File: src/rtl/line_buffer_frame_sequencer.sv
// Streams one frame of pixels from upstream memory into the convolution line buffer,
// then appends zero rows so the line buffer's output lag drains completely.
module line_buffer_frame_sequencer #(
    parameter int HRES            = 1280,
    parameter int VRES            = 720,
    parameter int KERNEL_SIZE     = 3,
    parameter int MAX_OUTSTANDING = 4
) (
    input  logic        clk,
    input  logic        rst,
    input  logic        start_in,
    input  logic        abort_in,
    output logic        busy_out,
    output logic        done_out,
    output logic        rd_req_out,
    input  logic        rd_ready_in,
    output logic [19:0] rd_addr_out,
    input  logic        rd_valid_in,
    input  logic [15:0] rd_data_in,
    output logic [15:0] pixel_data_out,
    output logic [10:0] h_count_out,
    output logic [9:0]  v_count_out,
    output logic        data_valid_out
);
    localparam int OW = $clog2(MAX_OUTSTANDING) + 1;
    localparam logic [19:0]   TOTAL_PIX  = 20'(HRES * VRES);
    localparam logic [19:0]   LAST_ADDR  = 20'(HRES * VRES - 1);
    localparam logic [10:0]   H_LAST     = 11'(HRES - 1);
    localparam logic [9:0]    V_LAST     = 10'(VRES - 1);
    localparam logic [9:0]    FLUSH_LAST = 10'(KERNEL_SIZE - 2);
    localparam logic [OW-1:0] MAX_OUT    = OW'(MAX_OUTSTANDING);
    localparam logic [OW-1:0] ONE_OUT    = OW'(1);
    localparam logic [OW-1:0] ZERO_OUT   = OW'(0);

    typedef enum logic [2:0] {
        IDLE  = 3'd0,
        FETCH = 3'd1,
        DRAIN = 3'd2,
        FLUSH = 3'd3,
        DONE  = 3'd4
    } state_t;

    state_t          state_r;
    logic [19:0]     addr_r;
    logic [19:0]     resp_cnt_r;
    logic [OW-1:0]   outstanding_r;
    logic [10:0]     h_r;
    logic [9:0]      v_r;
    logic            accept_s;
    logic            resp_s;
    logic            take_s;

    // A response with nothing outstanding is a protocol error and is ignored entirely.
    assign accept_s    = rd_req_out & rd_ready_in;
    assign resp_s      = rd_valid_in & (outstanding_r != ZERO_OUT);
    assign take_s      = resp_s & ((state_r == FETCH) | (state_r == DRAIN)) & ~abort_in;
    assign rd_req_out  = (state_r == FETCH) & (outstanding_r < MAX_OUT);
    assign busy_out    = (state_r != IDLE);
    assign done_out    = (state_r == DONE);
    assign rd_addr_out = addr_r;

    // Outstanding-read counter; keeps tracking late responses after an abort.
    always_ff @(posedge clk or posedge rst) begin
        if (rst) begin
            outstanding_r <= ZERO_OUT;
        end else if (accept_s && !resp_s) begin
            outstanding_r <= outstanding_r + ONE_OUT;
        end else if (!accept_s && resp_s) begin
            outstanding_r <= outstanding_r - ONE_OUT;
        end else begin
            outstanding_r <= outstanding_r;
        end
    end

    // Frame sequencer: request addressing, response tagging and flush-row generation.
    always_ff @(posedge clk or posedge rst) begin
        if (rst) begin
            state_r        <= IDLE;
            addr_r         <= 20'd0;
            resp_cnt_r     <= 20'd0;
            h_r            <= 11'd0;
            v_r            <= 10'd0;
            pixel_data_out <= 16'd0;
            h_count_out    <= 11'd0;
            v_count_out    <= 10'd0;
            data_valid_out <= 1'b0;
        end else begin
            data_valid_out <= 1'b0;
            if (abort_in && (state_r != IDLE)) begin
                state_r    <= IDLE;
                h_r        <= 11'd0;
                v_r        <= 10'd0;
                resp_cnt_r <= 20'd0;
            end else begin
                case (state_r)
                    IDLE: begin
                        if (start_in && !abort_in && (outstanding_r == ZERO_OUT)) begin
                            state_r    <= FETCH;
                            addr_r     <= 20'd0;
                            resp_cnt_r <= 20'd0;
                            h_r        <= 11'd0;
                            v_r        <= 10'd0;
                        end
                    end
                    FETCH: begin
                        if (accept_s && (addr_r == LAST_ADDR)) begin
                            state_r <= DRAIN;
                        end
                    end
                    DRAIN: begin
                        // The last real pixel is already on the outputs when this fires.
                        if (resp_cnt_r == TOTAL_PIX) begin
                            state_r <= FLUSH;
                            h_r     <= 11'd0;
                            v_r     <= 10'd0;
                        end
                    end
                    FLUSH: begin
                        data_valid_out <= 1'b1;
                        pixel_data_out <= 16'd0;
                        h_count_out    <= h_r;
                        v_count_out    <= v_r;
                        if (h_r == H_LAST) begin
                            h_r <= 11'd0;
                            if (v_r == FLUSH_LAST) begin
                                state_r <= DONE;
                            end else begin
                                v_r <= v_r + 10'd1;
                            end
                        end else begin
                            h_r <= h_r + 11'd1;
                        end
                    end
                    DONE: begin
                        state_r <= IDLE;
                    end
                    default: begin
                        state_r <= IDLE;
                    end
                endcase

                if (accept_s) begin
                    addr_r <= addr_r + 20'd1;
                end

                if (take_s) begin
                    data_valid_out <= 1'b1;
                    pixel_data_out <= rd_data_in;
                    h_count_out    <= h_r;
                    v_count_out    <= v_r;
                    resp_cnt_r     <= resp_cnt_r + 20'd1;
                    if (h_r == H_LAST) begin
                        h_r <= 11'd0;
                        v_r <= (v_r == V_LAST) ? 10'd0 : v_r + 10'd1;
                    end else begin
                        h_r <= h_r + 11'd1;
                    end
                end
            end
        end
    end
endmodule

File: config.mk
export PLATFORM = sky130hd
export DESIGN_NAME = line_buffer_frame_sequencer
export DESIGN_NICKNAME = d
export VERILOG_FILES = /design/src/rtl/line_buffer_frame_sequencer.sv
export SDC_FILE = /design/constraint.sdc
export NUM_CORES = 1
export LEC_CHECK = 0
export CELL_PAD_IN_SITES_DETAIL_PLACEMENT = 1
export CELL_PAD_IN_SITES_GLOBAL_PLACEMENT = 1
export CORE_MARGIN = 2
export CORE_UTILIZATION = 40
export CTS_BUF_LIST = sky130_fd_sc_hd__clkbuf_8
export CTS_CLUSTER_DIAMETER = 100
export DETAILED_ROUTE_END_ITERATION = 6
export DONT_BUFFER_PORTS = 1
export GPL_TIMING_DRIVEN = 0
export HOLD_SLACK_MARGIN = 0.05
export PLACE_DENSITY = 0.68
export SETUP_SLACK_MARGIN = 0.05
export SYNTH_ARGS = -nofsm -noshare
export SYNTH_HDL_FRONTEND = slang
export SYNTH_SLANG_ARGS = --single-unit
File: constraint.sdc
create_clock -name clk -period 4.1 [get_ports clk]
set_input_delay 0.82 -clock clk [delete_from_list [all_inputs] [get_ports clk]]
set_output_delay 0.82 -clock clk [all_outputs]
set_load 0.05 [all_outputs]
==> results.yml <==
setup_path:
  worstSetupPathType: "reg -> reg"
  cp-start-kind: "flop"
  path_max_fanout: 10
  cp.required_ns: 4.41
  cp-end-kind: "flop"
  r2r_setup_slack_ns: 1.31
  cp_data_arrival_time_ns: 3.10
synthesis:
  ys_seq_elements: 105
  postSynthAreaPerCell_sq_um: 9.394
  syn_inst: 567
  yosysUniqueCellTypes: 62
  synth_nets: 597
  ys_seq_area_frac: 0.4933
  synthTopCellsByArea: "dfrtp_1 (49%), nand2_1 (5.8%), o21ai_0 (5.2%)"
  yosys.area.top_type: "dfrtp_1"
  async_flop_share: 1.000
  synth_edf_count: 0
  synth_top_area_share: 0.4933
  yosys_warnings: 0
  syn_area_sq_um: 5326
  yosys_most_used_dff: "dfrtp_1"
sta:
  fin_crit_sh: 0.6794
  tightest_slew_ns: 0.7455
  drv_slew: 0
  min_period_ns: 2.786
  rsz0062_at_grt: "false"
  finalSetupViolCount: 0
  worst_slew_margin_rel: 0.4984
  fmax_ghz: 0.3590
  timing.final.hold_violations: 0
  skew_ns: 0.01035
  finalSetupTns_ns: 0
final_layout:
  fin_cells: 759
  fillers: 1556
  antenna-diode-count: 0
  drive_gt1_frac: 0.09605
  fin_nets: 609
  area_growth_pct: 8.339
placement:
  port-buffer-count: 0
  dp_cells: 744
  dp_hpwl_mm: 9.759
  gp_congestion: 0.8411
clocking:
  h-tree-depth: 3
  cts_resized: 0
  clockBufferDepth: 2
  cts_setup_buffers: 0
  clock-sinks: 105
  cts_buffers: 9
  root_buffer: "clkbuf_8"
  clock_latency_ns: 0.39
  path_clk_slew_ns: 0.10
  cts_tree: "built"
  hold_buffers: 0
global_routing:
  grt_max_degree: 55
  grt.overflow.total: 0
  antenna_found_initial: 0
  grt_first_pass_wirelength_mm: 22.80
  track_usage: 0.2012
  grt_pass1_vias: 4464
worst_hold_path:
  holdCritPathClass: "in -> async"
routing:
  routed_wl_mm: 13.65
  drcViolationCount: 0
  vias_per_cell: 5.725
  num_vias: 4345
  firstDrtPassIters: 4
  wl_per_cell_um: 17.99
  ant_nets: 0
  drt_iter0_drc: 263
die:
  die_area_sq_um: 14260
  num_rows: 42
  pin_count: 83
  core_sq_um: 13140
  initial_core_util: 0.4054
  die_w_um: 119.4
  fp.dieH_um: 119.4
pwr:
  peakVddDrop_uv: 276.3
  seq_power_share: 0.607
  p_int_w: 0.001651
  swShare: 0.4159
  p_comb_frac: 0.156
  powerDensity_nw_per_um2: 489.9
  p_sw_w: 0.001176
  pwr-share-clk: 0.237
  p_leak_nw: 2.583
job:
  drv_cap: 0
status:
  status: "complete, no violations"
## through the flow
| step | instance area, sq um | hold slack [ns] | power [W] | setup WS, ns | util |
|---|---|---|---|---|---|
| CTS | 5771 | 0.4191 | 0.002868 | 1.295 | 0.4392 |
| finish | 5771 | 0.4099 | 0.002827 | 1.314 | 0.4392 |
| global route | 5771 | 0.4437 | 0.002991 | 1.097 | 0.4392 |
| detailed placement | 5577 | 0.4964 | 0.002186 | 1.092 | 0.4245 |
| floorplan | 5326 | 0.4454 | 0.002032 | 0.5195 | - |
| global placement | 5547 | 0.4748 | 0.002143 | -0.7344 | 0.4222 |
## logic make-up after synthesis
kind of cell,count (synthesis),share of synthesized area
fa+ha+maj,8,0.02020
buf+inv,42,0.03171
mux,22,0.04604
flops,105,0.4933
xor+xnor,21,0.03453
compound gates,112,0.1290
simple gates,257,0.2452
## layout by cell type, fill, tap and decap left out, types with 5 or more instances in the layout
| master | count |
|---|---|
| dfrtp_1 | 105 |
| nand2_1 | 83 |
| o21ai_0 | 55 |
| nor2_1 | 45 |
| nand3_1 | 40 |
| clkbuf_1 | 21 |
| mux2_2 | 20 |
| and3_1 | 18 |
| xnor2_1 | 17 |
| inv_1 | 16 |
| a21oi_1 | 13 |
| or3_1 | 11 |
| nor3_1 | 10 |
| clkbuf_8 | 10 |
| nand4_1 | 8 |
| a31oi_1 | 7 |
| nor4_1 | 7 |
| ha_1 | 7 |
| o31ai_1 | 5 |
## area by class of cell
cell class                 count  area [sq um]  area share
buffer                        26         108.9     0.01886
multi-input combinational    420          2530      0.4384
timing repair buffer           1         27.53    0.004770
clock buffer                  10         137.6     0.02385
tap                          176         220.2     0.03816
sequential                   105          2628      0.4553
clock inverter                 5         56.30    0.009757
inverter                      16         62.56     0.01084
## Yosys cell counts, drive strengths merged, types with 9 or more instances
master	number
nor4	9
nor2	45
nand2	84
nor3	11
a21oi	13
dfrtp	105
mux2	20
o21ai	57
xnor2	17
and3	19
nand3	40
clkbuf	21
or3	11
inv	16
## power by group through the flow
stage / clock, W / sequential, W / combinational (W)
after floorplan: 0 / 0.00169 / 0.000341
after global placement: 0 / 0.00173 / 0.000414
after detailed placement: 0 / 0.00174 / 0.000448
after CTS: 0.000700 / 0.00172 / 0.000449
after global routing: 0.000742 / 0.00174 / 0.000507
final: 0.000671 / 0.00172 / 0.000441
## routing by layer
layer	routed length (um)	global-route usage
met3	782	0.05316
met4	237	0.08015
met5	0	0
met2	6415	0.3143
met1	6218	0.2670
## path summary, 6_finish.rpt
check                                                 from                           end  depth (start not counted)
worst max register to register      state_r[2]$_DFFE_PP0P_  outstanding_r[2]$_DFFE_PP0P_                         11
max in group asynchronous                              rst              v_r[7]$_DFF_PP0_                          2
worst min-delay path                                   rst    rd_addr_out[6]$_DFFE_PP0P_                          1
worst max-delay path                state_r[2]$_DFFE_PP0P_  outstanding_r[2]$_DFFE_PP0P_                         11
worst min register to register  resp_cnt_r[18]$_DFFE_PP0P_    resp_cnt_r[18]$_DFFE_PP0P_                          1
min in group clk                resp_cnt_r[18]$_DFFE_PP0P_    resp_cnt_r[18]$_DFFE_PP0P_                          1
## sequential cells by signal, summed over array words and instances, names as in the netlist
register	flops
outstanding_r	3
state_r	3
pixel_data_out	16
v_count_out	10
rd_addr_out	20
resp_cnt_r	20
v_r	10
h_r	11
h_count_out	11
data_valid_out	1
## critical path, cell delays in order (launching register included)
cell and delay, ns:
dfrtp_1 0.39, buf_2 0.19, nor3_1 0.22, and2_1 0.53
nand2_1 0.19, inv_1 0.09, ha_1 0.19, inv_1 0.06
fa_1 0.37, xor2_1 0.15, nor2_1 0.12, xor2_1 0.20
Note: power is estimated with default switching activity, not from simulation.
